<file path="config.mk">
export PLATFORM = sky130hd
export DESIGN_NAME = sin_nco_flat
export DESIGN_NICKNAME = d
export VERILOG_FILES = /design/src/rtl/sin_nco_pkg.sv /design/src/rtl/sin_nco_if.sv /design/src/rtl/sin_quarter_rom.sv /design/src/rtl/sin_nco.sv /design/src/flat_wrapper.sv
export SDC_FILE = /design/constraint.sdc
export NUM_CORES = 1
export LEC_CHECK = 0
export BUFFER_PORTS_ARGS = -buffer_cell sky130_fd_sc_hd__buf_2
export CAP_MARGIN = 10
export CORE_AREA = 10 10 117 119
export DETAILED_ROUTE_END_ITERATION = 8
export DIE_AREA = 0 0 127 129
export PLACE_DENSITY = 0.65
export SETUP_SLACK_MARGIN = 0.2
export SLEW_MARGIN = 20
export SYNTH_ARGS = -nofsm -noshare
export SYNTH_HDL_FRONTEND = slang
export SYNTH_SLANG_ARGS = --single-unit
</file>
<file path="constraint.sdc">
create_clock -name clk -period 4.8 [get_ports clk]
set_input_delay 0.96 -clock clk [delete_from_list [all_inputs] [get_ports clk]]
set_output_delay 0.96 -clock clk [all_outputs]
set_load 0.01 [all_outputs]
</file>
<file path="src/rtl/sin_nco_pkg.sv">
// Shared sizing defaults and elaboration-time helpers for the table-based sine NCO.
// The quarter-wave table is computed here in fixed point so the ROM holds only constants.
package sin_nco_pkg;

   localparam int unsigned DEF_SAMPLE_W   = 16;
   localparam int unsigned DEF_TABLE_CT   = 256;
   localparam int unsigned DEF_TABLE_BITS = 8;
   localparam int unsigned DIV_W          = 16;

   // Fixed-point scale for the table generator; pi * 2**30 rounded.
   localparam int unsigned     FX_BITS = 30;
   localparam longint unsigned PI_FX   = 64'd3373259426;

   function automatic int unsigned midscale(input int unsigned w);
      return 32'd1 << (w - 1);
   endfunction

   function automatic int unsigned qtr_depth(input int unsigned table_ct);
      return (table_ct / 4) + 1;
   endfunction

   // round(amp * sin(2*pi*j/table_ct)) via a rounded Taylor series, j in 0..table_ct/4.
   function automatic int unsigned quarter_val(input int unsigned j, input int unsigned table_ct,
                                               input int unsigned amp);
      longint unsigned half;
      longint unsigned x;
      longint unsigned x2;
      longint unsigned term;
      longint unsigned acc_pos;
      longint unsigned acc_neg;
      longint unsigned den;
      half    = 64'd1 << (FX_BITS - 1);
      x       = ((PI_FX * 64'(2 * j)) + 64'(table_ct / 2)) / 64'(table_ct);
      x2      = ((x * x) + half) >> FX_BITS;
      term    = x;
      acc_pos = x;
      acc_neg = 64'd0;
      for (int unsigned n = 1; n <= 8; n++) begin
         den  = 64'(2 * n * (2 * n + 1));
         term = ((((term * x2) + half) >> FX_BITS) + (den / 64'd2)) / den;
         if (n[0]) acc_neg = acc_neg + term;
         else      acc_pos = acc_pos + term;
      end
      return 32'(((64'(amp) * (acc_pos - acc_neg)) + half) >> FX_BITS);
   endfunction

endpackage

</file>
<file path="src/rtl/sin_nco_if.sv">
// Control/sample bundle between the NCO and its consumer (divider in, sample and sync out).
interface sin_nco_if
   import sin_nco_pkg::*;
#(
   parameter int unsigned SAMPLE_W = DEF_SAMPLE_W
);
   logic [DIV_W-1:0]    nco_div;
   logic [SAMPLE_W-1:0] nco_out;
   logic                ncoovfsync;

   modport master (output nco_div, input nco_out, input ncoovfsync);
   modport slave  (input nco_div, output nco_out, output ncoovfsync);
endinterface

</file>
<file path="src/rtl/sin_quarter_rom.sv">
// Combinational quarter-wave sine magnitude table, entries 0..TABLE_CT/4 inclusive.
// Entry j = round((2**(SAMPLE_W-1)-1) * sin(2*pi*j/TABLE_CT)).
module sin_quarter_rom
   import sin_nco_pkg::*;
#(
   parameter int unsigned SAMPLE_W = DEF_SAMPLE_W,
   parameter int unsigned TABLE_CT = DEF_TABLE_CT,
   parameter int unsigned IDX_W    = $clog2(qtr_depth(DEF_TABLE_CT))
) (
   input  logic [IDX_W-1:0]    idx,
   output logic [SAMPLE_W-2:0] val_c
);
   localparam int unsigned DEPTH = qtr_depth(TABLE_CT);
   localparam int unsigned AMP   = midscale(SAMPLE_W) - 1;

   logic [SAMPLE_W-2:0] tab [DEPTH];

   for (genvar g = 0; g < DEPTH; g++) begin : g_tab
      localparam logic [SAMPLE_W-2:0] ENTRY = (SAMPLE_W-1)'(quarter_val(g, TABLE_CT, AMP));
      assign tab[g] = ENTRY;
   end

   assign val_c = tab[idx];

endmodule

</file>
<file path="src/rtl/sin_nco.sv">
// Table-based sine NCO: prescaled phase stepping, quarter-wave mirror/sign expansion,
// registered offset-binary sample and a one-clock sync pulse on each period wrap.
module sin_nco
   import sin_nco_pkg::*;
#(
   parameter int unsigned SAMPLE_W   = DEF_SAMPLE_W,
   parameter int unsigned TABLE_CT   = DEF_TABLE_CT,
   parameter int unsigned TABLE_BITS = DEF_TABLE_BITS
) (
   input logic      clk,
   input logic      rst,
   sin_nco_if.slave bus
);
   localparam int unsigned QIDX_W = TABLE_BITS - 1;
   localparam int unsigned LOW_W  = TABLE_BITS - 2;

   localparam logic [SAMPLE_W-1:0]   MIDSCALE  = SAMPLE_W'(midscale(SAMPLE_W));
   localparam logic [QIDX_W-1:0]     QTR_SPAN  = QIDX_W'(TABLE_CT / 4);
   localparam logic [TABLE_BITS-1:0] PHASE_MAX = TABLE_BITS'(TABLE_CT - 1);

   logic [DIV_W-1:0]      div_cnt;
   logic [TABLE_BITS-1:0] phase;

   logic                  tick_c;
   logic [TABLE_BITS-1:0] phase_nxt_c;
   logic [1:0]            quad_c;
   logic [LOW_W-1:0]      low_c;
   logic [QIDX_W-1:0]     qidx_c;
   logic [SAMPLE_W-2:0]   qval_c;
   logic [SAMPLE_W-1:0]   sample_c;

   sin_quarter_rom #(
      .SAMPLE_W (SAMPLE_W),
      .TABLE_CT (TABLE_CT),
      .IDX_W    (QIDX_W)
   ) u_rom (
      .idx   (qidx_c),
      .val_c (qval_c)
   );

   // >= lets a lowered divider tick at once instead of wrapping the counter.
   always_comb begin
      tick_c      = (bus.nco_div <= DIV_W'(1)) || (div_cnt >= (bus.nco_div - DIV_W'(1)));
      phase_nxt_c = phase + TABLE_BITS'(1);
      quad_c      = phase_nxt_c[TABLE_BITS-1 -: 2];
      low_c       = phase_nxt_c[LOW_W-1:0];
      qidx_c      = quad_c[0] ? (QTR_SPAN - QIDX_W'(low_c)) : QIDX_W'(low_c);
      sample_c    = quad_c[1] ? (MIDSCALE - SAMPLE_W'(qval_c)) : (MIDSCALE + SAMPLE_W'(qval_c));
   end

   // Sample is looked up from phase+1 so it lands on the same edge the phase advances.
   always_ff @(posedge clk or posedge rst) begin
      if (rst) begin
         div_cnt        <= '0;
         phase          <= '0;
         bus.nco_out    <= MIDSCALE;
         bus.ncoovfsync <= 1'b0;
      end else if (tick_c) begin
         div_cnt        <= '0;
         phase          <= phase_nxt_c;
         bus.nco_out    <= sample_c;
         bus.ncoovfsync <= (phase == PHASE_MAX);
      end else begin
         div_cnt        <= div_cnt + DIV_W'(1);
         bus.ncoovfsync <= 1'b0;
      end
   end

endmodule

</file>
<file path="src/flat_wrapper.sv">
// flat-port wrapper written by rule: the top's interface ports become plain ports
module sin_nco_flat import sin_nco_pkg::*;
#(
   parameter int unsigned SAMPLE_W   = DEF_SAMPLE_W,
   parameter int unsigned TABLE_CT   = DEF_TABLE_CT,
   parameter int unsigned TABLE_BITS = DEF_TABLE_BITS
)
  (clk, rst, bus_nco_div, bus_nco_out, bus_ncoovfsync);
  sin_nco_if #(.SAMPLE_W(SAMPLE_W)) bus_i ();
  input logic clk;
  input logic rst;
  input wire logic [$bits(bus_i.nco_div)-1:0] bus_nco_div;
  output wire logic [$bits(bus_i.nco_out)-1:0] bus_nco_out;
  output wire logic [$bits(bus_i.ncoovfsync)-1:0] bus_ncoovfsync;
  assign bus_i.nco_div = bus_nco_div;
  assign bus_nco_out = bus_i.nco_out;
  assign bus_ncoovfsync = bus_i.ncoovfsync;
  sin_nco #(.SAMPLE_W(SAMPLE_W), .TABLE_CT(TABLE_CT), .TABLE_BITS(TABLE_BITS)) u_core (.clk(clk), .rst(rst), .bus(bus_i));
endmodule
</file>
==> results of run 1 <==
==> cell usage after synthesis (7+ instances only) <==
| cell | count | area, sq um |
|---|---|---|
| sky130_fd_sc_hd__xnor2_1 | 36 | 315 |
| sky130_fd_sc_hd__xor2_1 | 17 | 149 |
| sky130_fd_sc_hd__mux2_2 | 7 | 78.8 |
| sky130_fd_sc_hd__o22ai_1 | 8 | 50.1 |
| sky130_fd_sc_hd__and3_1 | 11 | 68.8 |
| sky130_fd_sc_hd__nor4_1 | 13 | 81.3 |
| sky130_fd_sc_hd__and2_1 | 9 | 56.3 |
| sky130_fd_sc_hd__o2111ai_1 | 7 | 61.3 |
| sky130_fd_sc_hd__a21oi_1 | 41 | 205 |
| sky130_fd_sc_hd__buf_2 | 22 | 110 |
| sky130_fd_sc_hd__clkbuf_1 | 18 | 67.6 |
| sky130_fd_sc_hd__nand2b_1 | 9 | 56.3 |
| sky130_fd_sc_hd__nor2_1 | 74 | 278 |
| sky130_fd_sc_hd__or3_1 | 13 | 81.3 |
| sky130_fd_sc_hd__ha_1 | 31 | 388 |
| sky130_fd_sc_hd__inv_1 | 9 | 33.8 |
| sky130_fd_sc_hd__a21o_1 | 7 | 52.6 |
| sky130_fd_sc_hd__o211ai_1 | 12 | 90.1 |
| sky130_fd_sc_hd__nor3_1 | 30 | 150 |
| sky130_fd_sc_hd__o21ai_0 | 32 | 160 |
| sky130_fd_sc_hd__nand2_1 | 52 | 195 |
| sky130_fd_sc_hd__nand3_1 | 33 | 165 |
| sky130_fd_sc_hd__dfrtp_1 | 40 | 1000 |
| sky130_fd_sc_hd__a31oi_1 | 10 | 62.6 |
==> registers in the layout, summed over array words and instances, names as in the netlist <==
name,cells
u_core.div_cnt,16
u_core.phase,8
u_core.bus.nco_out,16
u_core.bus.ncoovfsync,1
==> layout make-up <==
class                           instances  area [sq um]
Clock buffer                            6           129
Multi-Input combinational cell        606          4300
Clock inverter                          2          35.0
Sequential cell                        41          1030
Tap cell                              143           179
Timing Repair Buffer                   80           532
Fill cell                            1079          5080
Inverter                               11          41.3
==> critical path, cell delays in order (launching register included) <==
cell                       delay (ns)
sky130_fd_sc_hd__dfrtp_1         0.45
sky130_fd_sc_hd__ha_1            0.22
sky130_fd_sc_hd__buf_6           0.27
sky130_fd_sc_hd__nand3_2         0.13
sky130_fd_sc_hd__buf_4           0.20
sky130_fd_sc_hd__nor3_4          0.33
sky130_fd_sc_hd__o211ai_2        0.44
sky130_fd_sc_hd__nand2_4         0.36
sky130_fd_sc_hd__a31oi_1         0.12
sky130_fd_sc_hd__a221o_1         0.45
sky130_fd_sc_hd__nand2_1         0.12
sky130_fd_sc_hd__ha_1            0.17
sky130_fd_sc_hd__nor3b_2         0.26
sky130_fd_sc_hd__and3_1          0.32
sky130_fd_sc_hd__nor4b_1         0.27
sky130_fd_sc_hd__nor4_1          0.09
==> worst paths after layout <==
kind | cells after the start | slack (ns) | end
min | 2 | 0.49 | u_core.bus.nco_out[0]$_DFFE_PP0P_
max in group asynchronous | 3 | 3.61 | u_core.phase[0]$_DFFE_PP0P_
max | 15 | 0.47 | u_core.bus.nco_out[10]$_DFFE_PP0P_
min reg2reg | 2 | 0.49 | u_core.bus.nco_out[0]$_DFFE_PP0P_
max reg2reg | 15 | 0.47 | u_core.bus.nco_out[10]$_DFFE_PP0P_
min in group asynchronous | 3 | 0.80 | u_core.bus.nco_out[4]$_DFFE_PP0P_
==> power by group <==
part / total (uW) / switching (uW) / internal [uW]
Clock: 383 / 138 / 245
Combinational: 4520 / 2840 / 1680
Sequential: 579 / 113 / 466
Total: 5480 / 3090 / 2390
==> routing by layer <==
layer  vias to the layer above  GRT usage, %  wire length (microns)
met2                       337          36.4                   8810
met4                         0          9.04                    688
met3                        64          4.02                   1770
met5                         -             0                      0
met1                      2861          29.2                   7870
li1                       2755             -                      -
==> per-stage QoR <==
stage	std cells	power [uW]
floorplan	714	3660
global placement	879	4850
detailed placement	879	4880
CTS	887	5290
global route	889	5830
finish	889	5480
==> cell families (layout without fill, tap and decap cells) <==
| family | Yosys count | after routing | synth area share (%) |
|---|---|---|---|
| AO/OA/AOI/OAI | 210 | 210 | 28.3 |
| adder cells (fa/ha/maj) | 31 | 31 | 6.91 |
| flip-flops | 41 | 41 | 18.3 |
| AND/OR/NAND/NOR | 296 | 296 | 28.2 |
| multiplexers | 12 | 12 | 2.52 |
| buffers and inverters | 67 | 99 | 6.11 |
| XOR/XNOR | 57 | 57 | 9.63 |
==> what timing repair did <==
item                       4_1_cts  5_1_grt
buffers inserted                 0        2
setup endpoints to repair        0       10
resized for setup                0       13
==> results.md, run 1 <==
Timing:
- The post-layout minimum cycle time is 4.33 ns.
- The final-layout worst hold slack is 0.495 ns.
- The number of endpoints with negative hold slack in the final report is 0.
- The final setup skew is 0.00459 ns.
- Based on the critical path, the design can be clocked at up to 231 MHz.
- The post-route worst setup slack is 0.475 ns.
- The share of the cycle needed by the critical path after routing is 90.1%.
- Headroom to the max-slew limit came out at 31.1%.
- Setup repair after global routing could not meet its margin everywhere.
- The max-slew violation total from the final report is 0.
- At the pin with the least slew margin, the transition time is 1.03 ns.
- In the final timing run, aggregate negative setup slack is 0 ns.
- Setup violations remaining at the end of the flow were counted as 0.

Critical path:
- The category of the most critical setup path is flip-flop to flip-flop.
- The required time of the worst setup path is 4.96 ns.
- The maximum fanout along the worst path is 29.
- The endpoint class of the critical path is a flip-flop.
- The critical path starts at u_core.phase[1]$_DFFE_PP0P_.
- The worst path arrival time is 4.49 ns.
- The worst setup path is launched from a flip-flop.
- The worst register-to-register path begins at u_core.phase[1]$_DFFE_PP0P_.

Global route:
- The via count of the first global-routing pass came to 5,834.
- Global routing consumed, over all layers together, 22.5% of the routing resources.
- The leftover overflow at the end of global routing is 0.
- The number of antenna violations at the first check in global routing is 0.
- The first global-routing pass estimated 30.8 mm of wire.
- Entering global routing, the biggest net connects 42 pins.

Placed design:
- In this run the cell area measured after placement is 6020 sq um.
- The count of buffers from port buffering is 34.
- Routability-driven placement finished with a final weighted congestion of 0.991.
- The HPWL after detailed placement is 14.1 mm.
- The setup slack at placement is 0.229 ns.

Yosys:
- Counting every instance in the synthesized netlist gives 714.
- The total of flip-flops plus latches after synthesis is 41.
- The share of the Yosys chip area taken by registers is 18.3%.
- For this run, the leading register cell type out of synthesis is sky130_fd_sc_hd__dfrtp_1.
- Counting distinct cell types in the post-synthesis netlist gives 103.
- Yosys printed 0 warnings.
- The average instance in the mapped netlist occupies 7.86 sq um.
- Of all flip-flops after synthesis, the portion carrying an async set or reset was 100%.
- The number of nets handed over by synthesis was 763.
- In this run, synthesis inferred 0 flip-flops with an integrated enable.
- The post-synthesis instance area is 5610 sq um.

Final layout:
- In the layout the commonest cells are sky130_fd_sc_hd__nor2_1 (72), sky130_fd_sc_hd__nand2_1 (51), sky130_fd_sc_hd__buf_4 (44), sky130_fd_sc_hd__a21oi_1 (40), sky130_fd_sc_hd__dfrtp_1 (39).
- In the final layout, the share of cells above drive strength 1 is 20.5%.
- The count of nets after finishing is 794.
- The repair_antennas step left the layout with diodes totalling 0.
- Relative to the synthesized area, the layout overhead comes to 11.3%.
- Measured on the finished design, the core utilization comes to 55.2%.
- Leaving out fill and tap cells, the most frequent cell in the layout is sky130_fd_sc_hd__nor2_1.
- The final cell area excluding filler cells is 6240 sq um.

Detailed routing:
- After detailed routing, the average wire length per cell comes to 21.5 microns.
- The total wire length after detailed routing is 19.1 mm.
- The remaining antenna violation count after routing is 0.
- After the first detailed-routing iteration, the DRC count stood at 789.
- Using the TritonRoute via totals, the vias-per-cell ratio works out to 6.77.
- The number of DRC violations after detailed routing is 0.
- For this run, the detailed router's first-pass iteration total came to 6.
- The detailed router placed 6,017 vias in this run.

Power and ir drop:
- The static leakage is 0.00242 uW.
- For this design the ratio of total power to cell area is 877 nW/um^2.
- VDD sags by at most 453 uV.

Clock tree:
- The quantity of hold-fixing buffers added after cts is 0.
- The cell sitting at the root of the clock tree is a sky130_fd_sc_hd__clkbuf_16.
- The CTS tree is built.
- The clock transition at the register clock pins on the worst setup and hold paths after CTS is 0.06 ns.
- Counting every sink on the clock net gives 41.
- The later-pin clock latency in the skew report is 0.28 ns.
- In this run the number of H-tree levels came out at 2.
- The longest clock path from root to sink contains 2 buffers.
- The number of buffers created by CTS is 5.

Floorplanning:
- The floorplan step defined a core boundary enclosing 11,300 sq um.
- The die covers 16,400 sq um.
- After floorplanning, the core was divided into 39 placement rows.
- The vertical die dimension is 129 microns.
- 35 I/O pins were placed.
- The starting density of the core is 49.6%.
- Measured along the x axis, the die boundary spans 127 microns.

Worst hold path:
- In this run the most critical hold path is launched from u_core.bus.nco_out[0]$_DFFE_PP0P_.
- The min-delay analysis places its worst path in the category flip-flop to flip-flop.

Outcome:
- The run finished with clean final reports.

Flow run:
- The tool flagged a number of max-cap violations equal to 0.
(Power assumes the default switching activity.)
==> inputs of run 2 (changes only) <==
==> constraint.sdc (replaced) <==
create_clock -name clk -period 4.8 [get_ports clk]
set_input_delay 0.24 -clock clk [delete_from_list [all_inputs] [get_ports clk]]
set_output_delay 0.24 -clock clk [all_outputs]
set_load 0.01 [all_outputs]
==> run 2 against run 1 <==
Wire length down 1.1%. Flip-flop and latch count is the same. Clock-buffer cell count stayed put. Highest routed layer unchanged. Critical endpoint is now u_core.bus.nco_out[11]$_DFFE_PP0P_. Clock skew rose by 0.0018 ns.
==> results.md, run 2 (synthesized netlist as in run 1, its figures left out) <==
Outcome:
- Run status: finished clean (unchanged).

Final layout:
- The leading cell type in the layout, fill and taps excluded is sky130_fd_sc_hd__nor2_1 (unchanged).
- The fraction of final layout cells sized beyond drive strength 1 is 19.2% (was 20.5%).
- Biggest regs: u_core.bus.nco_out (16), u_core.div_cnt (16), u_core.phase (8) (unchanged).
- The final cell area excluding filler cells was 6160 sq um (was 6240 sq um).
- The count of nets after finishing is 787 (was 794).
- The number of diodes added for antenna fixing is 0 (unchanged).
- Highest-count cells in the layout ignoring fill and taps: sky130_fd_sc_hd__nor2_1 (73), sky130_fd_sc_hd__nand2_1 (52), sky130_fd_sc_hd__a21oi_1 (41), sky130_fd_sc_hd__buf_4 (39), sky130_fd_sc_hd__dfrtp_1 (39) (was sky130_fd_sc_hd__nor2_1 (72), sky130_fd_sc_hd__nand2_1 (51), sky130_fd_sc_hd__buf_4 (44), sky130_fd_sc_hd__a21oi_1 (40), sky130_fd_sc_hd__dfrtp_1 (39)).
- The post-route non-filler standard cell count is 882 (was 889).
- The area added between synthesis and finish came to 9.72% (was 11.3%).

Floorplanning:
- The starting density of the core came to 49.6% (unchanged).
- The vertical die dimension is 129 microns (unchanged).
- The area enclosed by the die boundary is 16,400 sq um (unchanged).
- The I/O pin count is 35 (unchanged).
- The horizontal die dimension is 127 microns (unchanged).
- The number of placement rows is 39 (unchanged).
- The core footprint is 11,300 sq um (unchanged).

Critical path:
- The critical path buffer and inverter count is 1 (was 2).
- The critical path startpoint category is a flip-flop (unchanged).
- The slowest cell on the critical path is sky130_fd_sc_hd__xor2_2 (was sky130_fd_sc_hd__dfrtp_1).
- List of cells traversed by the critical path: ha_1 > and3_1 > buf_4 > a21oi_2 > o32ai_4 > xor2_2 > o2111ai_1 > o22ai_1 > and2b_1 > or3b_1 > a31o_1 > a311oi_1 (was ha_1 > buf_6 > nand3_2 > buf_4 > nor3_4 > o211ai_2 > nand2_4 > a31oi_1 > a221o_1 > nand2_1 > ha_1 > nor3b_2 > and3_1 > nor4b_1 > nor4_1).
- The worst path arrival time was 4.59 ns (was 4.49 ns).
- The maximum fanout along the worst path is 10 (was 29).
- The category of the most critical setup path is flip-flop to flip-flop (unchanged).
- The required time of the worst setup path is 4.98 ns (was 4.96 ns).
- The endpoint class of the critical path is a flip-flop (unchanged).
- The family with the most delay on the worst path is compound AO/OA/AOI/OAI gates (was simple AND/OR/NAND/NOR gates).
- The reg2reg setup slack is 0.39 ns (was 0.47 ns).
- The stage delay of the slowest cell on the critical path was 0.73 ns (was 0.45 ns).

Timing:
- Setup repair after global routing missed its margin: false (was true).
- The fmax was 227 MHz (was 231 MHz).
- The final setup TNS was 0 ns (unchanged).
- The final number of setup-violating endpoints is 0 (unchanged).
- The post-route worst setup slack is 0.391 ns (was 0.475 ns).
- The post-layout minimum cycle time is 4.41 ns (was 4.33 ns).
- The number of endpoints with negative hold slack in the final report is 0 (unchanged).
- The slew at the pin with the worst max-slew slack was 1.07 ns (was 1.03 ns).
- The share of the cycle needed by the critical path after routing was 91.9% (was 90.1%).
- The normalized max-slew margin is 28.5% (was 31.1%).
- The final setup skew was 0.00635 ns (was 0.00459 ns).
- The max-slew violation total from the final report is 0 (unchanged).
- The final-layout worst hold slack came to 0.0776 ns (was 0.495 ns).

Detailed routing:
- The total iterations of the first detailed-routing run is 6 (unchanged).
- The number of DRC violations after detailed routing was 0 (unchanged).
- The initial detailed-routing violation count is 901 (was 789).
- The average wire per standard cell is 21.5 microns (about the same).
- The remaining antenna violation count after routing is 0 (unchanged).
- The via-per-instance ratio was 6.75 (was 6.77).
- The total wire length after detailed routing is 18.9 mm (was 19.1 mm).
- The total via count after detailed routing is 5,952 (was 6,017).

Power and ir drop:
- The internal power consumption is 2340 uW (was 2390 uW).
- The net switching share of the total power came to 56.6% (was 56.4%).
- The combinational share of power was 82.4% (about the same).
- The static leakage was 0.00238 uW (was 0.00242 uW).
- The maximum ir drop on the vdd rail is 458 uV (was 453 uV).
- The switching power total is 3060 uW (was 3090 uW).
- The power share of the clock group is 7.0% (about the same).
- The register share of total power was 10.6% (about the same).
- The power per unit of standard cell area came to 877 nW/um^2 (about the same).

Placed design:
- The sum of net half-perimeters after detailed placement was 14.0 mm (was 14.1 mm).
- The total cell area at the placement stage is 5960 sq um (was 6020 sq um).
- The global placement routability congestion is 1.08 (was 0.991).
- The number of placed instances, taps included is 873 (was 879).
- The count of buffers from port buffering was 34 (unchanged).
- The setup slack at placement was 0.327 ns (was 0.229 ns).

Clock tree:
- The H-tree level count was 2 (unchanged).
- The clock sink total came to 41 (unchanged).
- The number of buffers created by CTS is 5 (unchanged).
- The later-pin clock latency in the skew report is 0.29 ns (was 0.28 ns).
- The CTS tree is built (unchanged).
- The quantity of hold-fixing buffers added after cts is 0 (unchanged).
- The master cell of the clock root buffer is sky130_fd_sc_hd__clkbuf_16 (unchanged).
- The number of buffers on the longest clock path is 2 (unchanged).
- The clock transition at the register clock pins on the worst setup and hold paths after CTS came to 0.06 ns (about the same).

Global route:
- The number of antenna violations at the first check in global routing is 0 (unchanged).
- The total global routing track utilization is 22.4% (was 22.5%).
- The largest net degree at the start of global routing was 44 (was 42).
- The leftover overflow at the end of global routing came to 0 (unchanged).
- The wire length of the first global-routing pass is 30.6 mm (was 30.8 mm).
- The via count of the first global-routing pass is 5,670 (was 5,834).

Flow run:
- The max-cap violation count is 0 (unchanged).

Worst hold path:
- The classification of the worst-slack hold path was input pin to async pin (was flip-flop to flip-flop).
run 2: cell types whose count changed in the layout (fill, tap and decap cells not counted), sizes merged:
cell / before / now
buf: 80 / 73
run 2: layout make-up:
| class | count | area, sq um |
|---|---|---|
| Multi-Input combinational cell | 606 | 4280 |
| Tap cell | 143 | 179 |
| Sequential cell | 41 | 1030 |
| Clock inverter | 2 | 35.0 |
| Clock buffer | 6 | 129 |
| Timing Repair Buffer | 73 | 463 |
| Fill cell | 1066 | 5160 |
| Inverter | 11 | 41.3 |
run 2: timing repair:
item | CTS | global route
resized for setup | 0 | 6
endpoints found under the hold margin | 0 | 0
buffers inserted | 0 | 1
setup endpoints to repair | 0 | 12
run 2: final timing paths:
path                                                   start                                  to  cells after the start
min in group clk           u_core.bus.nco_out[6]$_DFFE_PP0P_   u_core.bus.nco_out[6]$_DFFE_PP0P_                      1
setup / recovery                 u_core.phase[0]$_DFFE_PP0P_  u_core.bus.nco_out[11]$_DFFE_PP0P_                     12
setup reg to reg                 u_core.phase[0]$_DFFE_PP0P_  u_core.bus.nco_out[11]$_DFFE_PP0P_                     12
max in group asynchronous                                rst         u_core.phase[1]$_DFFE_PP0P_                      3
hold reg to reg            u_core.bus.nco_out[6]$_DFFE_PP0P_   u_core.bus.nco_out[6]$_DFFE_PP0P_                      1
hold / removal                                           rst  u_core.bus.nco_out[14]$_DFFE_PP0P_                      3
run 2: per-layer routing:
metal | track usage, % | up-vias | share of wire [%]
met1 | 28.4 | 2805 | 42
li1 | - | 2739 | -
met3 | 5.13 | 81 | 8.9
met2 | 35.5 | 327 | 45
met4 | 10.0 | 0 | 4.2
met5 | 0 | - | 0
run 2: metrics by stage:
step           util (%)  total power [uW]
6_report           54.4              5400
3_3_place_gp       52.6              4790
4_1_cts            54.1              5230
2_1_floorplan         -              3660
5_1_grt            54.4              5760
3_5_place_dp       52.6              4820
run 2: power groups by stage:
stage	clock network (uW)	registers, uW	logic (uW)
finish	380	573	4450
global route	402	587	4770
CTS	388	578	4270
detailed placement	0	583	4240
global placement	0	574	4220
floorplan	0	581	3070
run 2: worst register-to-register path, stage by stage, from the launching register on:
cell and delay (ns):
sky130_fd_sc_hd__dfrtp_1 0.43, sky130_fd_sc_hd__ha_1 0.24, sky130_fd_sc_hd__and3_1 0.30, sky130_fd_sc_hd__buf_4 0.21, sky130_fd_sc_hd__a21oi_2 0.40, sky130_fd_sc_hd__o32ai_4 0.24, sky130_fd_sc_hd__xor2_2 0.73, sky130_fd_sc_hd__o2111ai_1 0.23
sky130_fd_sc_hd__o22ai_1 0.48, sky130_fd_sc_hd__and2b_1 0.23, sky130_fd_sc_hd__or3b_1 0.38, sky130_fd_sc_hd__a31o_1 0.24, sky130_fd_sc_hd__a311oi_1 0.21
==> inputs of run 3 (changes only) <==
==> constraint.sdc (replaced) <==
create_clock -name clk -period 5.1 [get_ports clk]
set_input_delay 0.255 -clock clk [delete_from_list [all_inputs] [get_ports clk]]
set_output_delay 0.255 -clock clk [all_outputs]
set_load 0.01 [all_outputs]
==> run 3 against run 2 <==
Critical path depth grew 3. Critical endpoint is now u_core.bus.nco_out[10]$_DFFE_PP0P_. Die area did not move. Design area is 1.5% lower. Clock-buffer cell count increased by 1. Largest power group unchanged.
==> results.md, run 3 (synthesized netlist as in run 1, its figures left out) <==
Detailed routing:
- The via-per-instance ratio is 6.83 (was 6.75).
- The total wire length after detailed routing was 19.0 mm (was 18.9 mm).
- The average wire per standard cell is 21.9 microns (was 21.5 microns).
- The number of DRC violations after detailed routing came to 0 (unchanged).
- The remaining antenna violation count after routing is 0 (unchanged).
- The initial detailed-routing violation count came to 778 (was 901).
- The total iterations of the first detailed-routing run came to 8 (was 6).
- The total via count after detailed routing was 5,952 (unchanged).

Clock tree:
- The number of buffers on the longest clock path was 2 (unchanged).
- The H-tree level count is 2 (unchanged).
- The clock transition at the register clock pins on the worst setup and hold paths after CTS is 0.06 ns (about the same).
- The later-pin clock latency in the skew report is 0.29 ns (about the same).
- The number of buffers created by CTS is 5 (unchanged).
- The CTS tree was built (unchanged).
- The clock sink total is 41 (unchanged).
- The master cell of the clock root buffer is sky130_fd_sc_hd__clkbuf_16 (unchanged).

Final layout:
- Highest-count cells in the layout ignoring fill and taps: sky130_fd_sc_hd__nor2_1 (73), sky130_fd_sc_hd__nand2_1 (52), sky130_fd_sc_hd__a21oi_1 (41), sky130_fd_sc_hd__dfrtp_1 (40), sky130_fd_sc_hd__xnor2_1 (36) (was sky130_fd_sc_hd__nor2_1 (73), sky130_fd_sc_hd__nand2_1 (52), sky130_fd_sc_hd__a21oi_1 (41), sky130_fd_sc_hd__buf_4 (39), sky130_fd_sc_hd__dfrtp_1 (39)).
- Biggest regs: u_core.bus.nco_out (16), u_core.div_cnt (16), u_core.phase (8) (unchanged).
- The area added between synthesis and finish is 8.07% (was 9.72%).
- The number of diodes added for antenna fixing came to 0 (unchanged).
- The leading cell type in the layout, fill and taps excluded is sky130_fd_sc_hd__nor2_1 (unchanged).
- The count of nets after finishing is 776 (was 787).
- The core occupancy in the finished layout is 53.6% (was 54.4%).
- The fraction of final layout cells sized beyond drive strength 1 was 17.7% (was 19.2%).

Critical path:
- The maximum fanout along the worst path came to 14 (was 10).
- List of cells traversed by the critical path: inv_1 > ha_1 > buf_4 > or3b_2 > a21oi_1 > o22ai_1 > o32ai_1 > nand2b_1 > o2111ai_1 > nand2_1 > ha_1 > nor3b_2 > and3_1 > nor4b_1 > nor4_1 (was ha_1 > and3_1 > buf_4 > a21oi_2 > o32ai_4 > xor2_2 > o2111ai_1 > o22ai_1 > and2b_1 > or3b_1 > a31o_1 > a311oi_1).
- The slowest cell on the critical path is sky130_fd_sc_hd__o32ai_1 (was sky130_fd_sc_hd__xor2_2).
- The category of the most critical setup path is flip-flop to flip-flop (unchanged).
- The worst path arrival time is 4.82 ns (was 4.59 ns).
- The stage delay of the slowest cell on the critical path came to 0.78 ns (was 0.73 ns).
- The most frequent cell on the critical path is sky130_fd_sc_hd__ha_1.
- The required time of the worst setup path is 5.29 ns (was 4.98 ns).
- The critical path startpoint category is a flip-flop (unchanged).
- The endpoint class of the critical path is a flip-flop (unchanged).

Global route:
- The number of antenna violations at the first check in global routing is 0 (unchanged).
- The total global routing track utilization was 22.0% (was 22.4%).
- The via count of the first global-routing pass came to 5,719 (was 5,670).
- The largest net degree at the start of global routing is 50 (was 44).
- The wire length of the first global-routing pass is 30.0 mm (was 30.6 mm).
- The leftover overflow at the end of global routing is 0 (unchanged).

Timing:
- The number of endpoints with negative hold slack in the final report came to 0 (unchanged).
- Setup repair after global routing missed its margin: false (unchanged).
- The final number of setup-violating endpoints was 0 (unchanged).
- The normalized max-slew margin is 27.2% (was 28.5%).
- The final setup TNS is 0 ns (unchanged).
- The fmax is 216 MHz (was 227 MHz).
- The max-slew violation total from the final report is 0 (unchanged).
- The share of the cycle needed by the critical path after routing is 90.7% (was 91.9%).
- The post-layout minimum cycle time is 4.63 ns (was 4.41 ns).
- The slew at the pin with the worst max-slew slack is 1.09 ns (was 1.07 ns).
- The final setup skew is 0.00315 ns (was 0.00635 ns).

Floorplanning:
- The vertical die dimension is 129 microns (unchanged).
- The I/O pin count is 35 (unchanged).
- The number of placement rows is 39 (unchanged).
- The horizontal die dimension is 127 microns (unchanged).
- The area enclosed by the die boundary is 16,400 sq um (unchanged).
- The starting density of the core is 49.6% (unchanged).
- The core footprint is 11,300 sq um (unchanged).

Outcome:
- Run status: finished clean (unchanged).

Placed design:
- The count of buffers from port buffering came to 34 (unchanged).
- The global placement routability congestion is 1.04 (was 1.08).
- The sum of net half-perimeters after detailed placement was 13.7 mm (was 14.0 mm).

Power and ir drop:
- The static leakage is 0.00233 uW (was 0.00238 uW).
- The power per unit of standard cell area came to 818 nW/um^2 (was 877 nW/um^2).
- The maximum ir drop on the vdd rail was 423 uV (was 458 uV).

Flow run:
- The max-cap violation count is 0 (unchanged).

Worst hold path:
- The classification of the worst-slack hold path is input pin to async pin (unchanged).
run 3: final cells by class:
class,instances,area [sq um]
clock inverter,1,5.00
sequential,41,1030
multi-input combinational,607,4290
tap,143,179
timing repair buffer,61,373
fill,1117,5260
inverter,11,41.3
clock buffer,7,153
run 3: final timing paths:
check                                                        from                            endpoint  slack (ns)  depth (start not counted)
worst max-delay path                  u_core.phase[1]$_DFFE_PP0P_  u_core.bus.nco_out[10]$_DFFE_PP0P_        0.47                         15
worst min-delay path                                          rst   u_core.bus.nco_out[4]$_DFFE_PP0P_        0.09                          3
worst max register to register        u_core.phase[1]$_DFFE_PP0P_  u_core.bus.nco_out[10]$_DFFE_PP0P_        0.47                         15
worst min register to register  u_core.bus.nco_out[0]$_DFFE_PP0P_   u_core.bus.nco_out[0]$_DFFE_PP0P_        0.50                          2
max in group asynchronous                                     rst  u_core.bus.nco_out[15]$_DFFE_PP1P_        4.64                          3
min in group clk                u_core.bus.nco_out[0]$_DFFE_PP0P_   u_core.bus.nco_out[0]$_DFFE_PP0P_        0.50                          2
run 3: power breakdown:
| part | total [uW] | internal, uW | switching [uW] |
|---|---|---|---|
| clock network | 336 | 207 | 129 |
| logic | 4070 | 1450 | 2620 |
| registers | 554 | 437 | 117 |
run 3: worst max-delay path, delay by kind of cell, from the launching register on:
kind	cells	cell delay [ns]
AND/OR/NAND/NOR	7	1.55
AO/OA/AOI/OAI	4	1.34
adder cells (fa/ha/maj)	2	0.66
flip-flops	1	0.55
buffers and inverters	2	0.41
run 3: stage by stage:
stage	hold WS [ns]	instance area, sq um	cells	worst slack (ns)	total power, uW
floorplan	0.474	5610	714	0.771	3440
global placement	0.413	5850	859	0.483	4430
detailed placement	0.423	5850	859	0.402	4460
CTS	0.111	6010	867	0.382	4820
global route	0.136	6060	871	0.213	5280
finish	0.0923	6060	871	0.472	4960
run 3: timing repair:
action,CTS,global route
setup buffers,0,3
endpoints found under the hold margin,0,0
gates resized for setup,0,6
hold buffers,0,0
setup endpoints to repair,0,8
run 3: routing by layer:
layer  vias up  part of all wire [%]  GRT usage, %
li1       2720                     -             -
met3        85                   8.8          5.13
met5         -                     0             0
met4         0                   4.6          9.71
met1      2818                    41          27.8
met2       329                    45          35.1
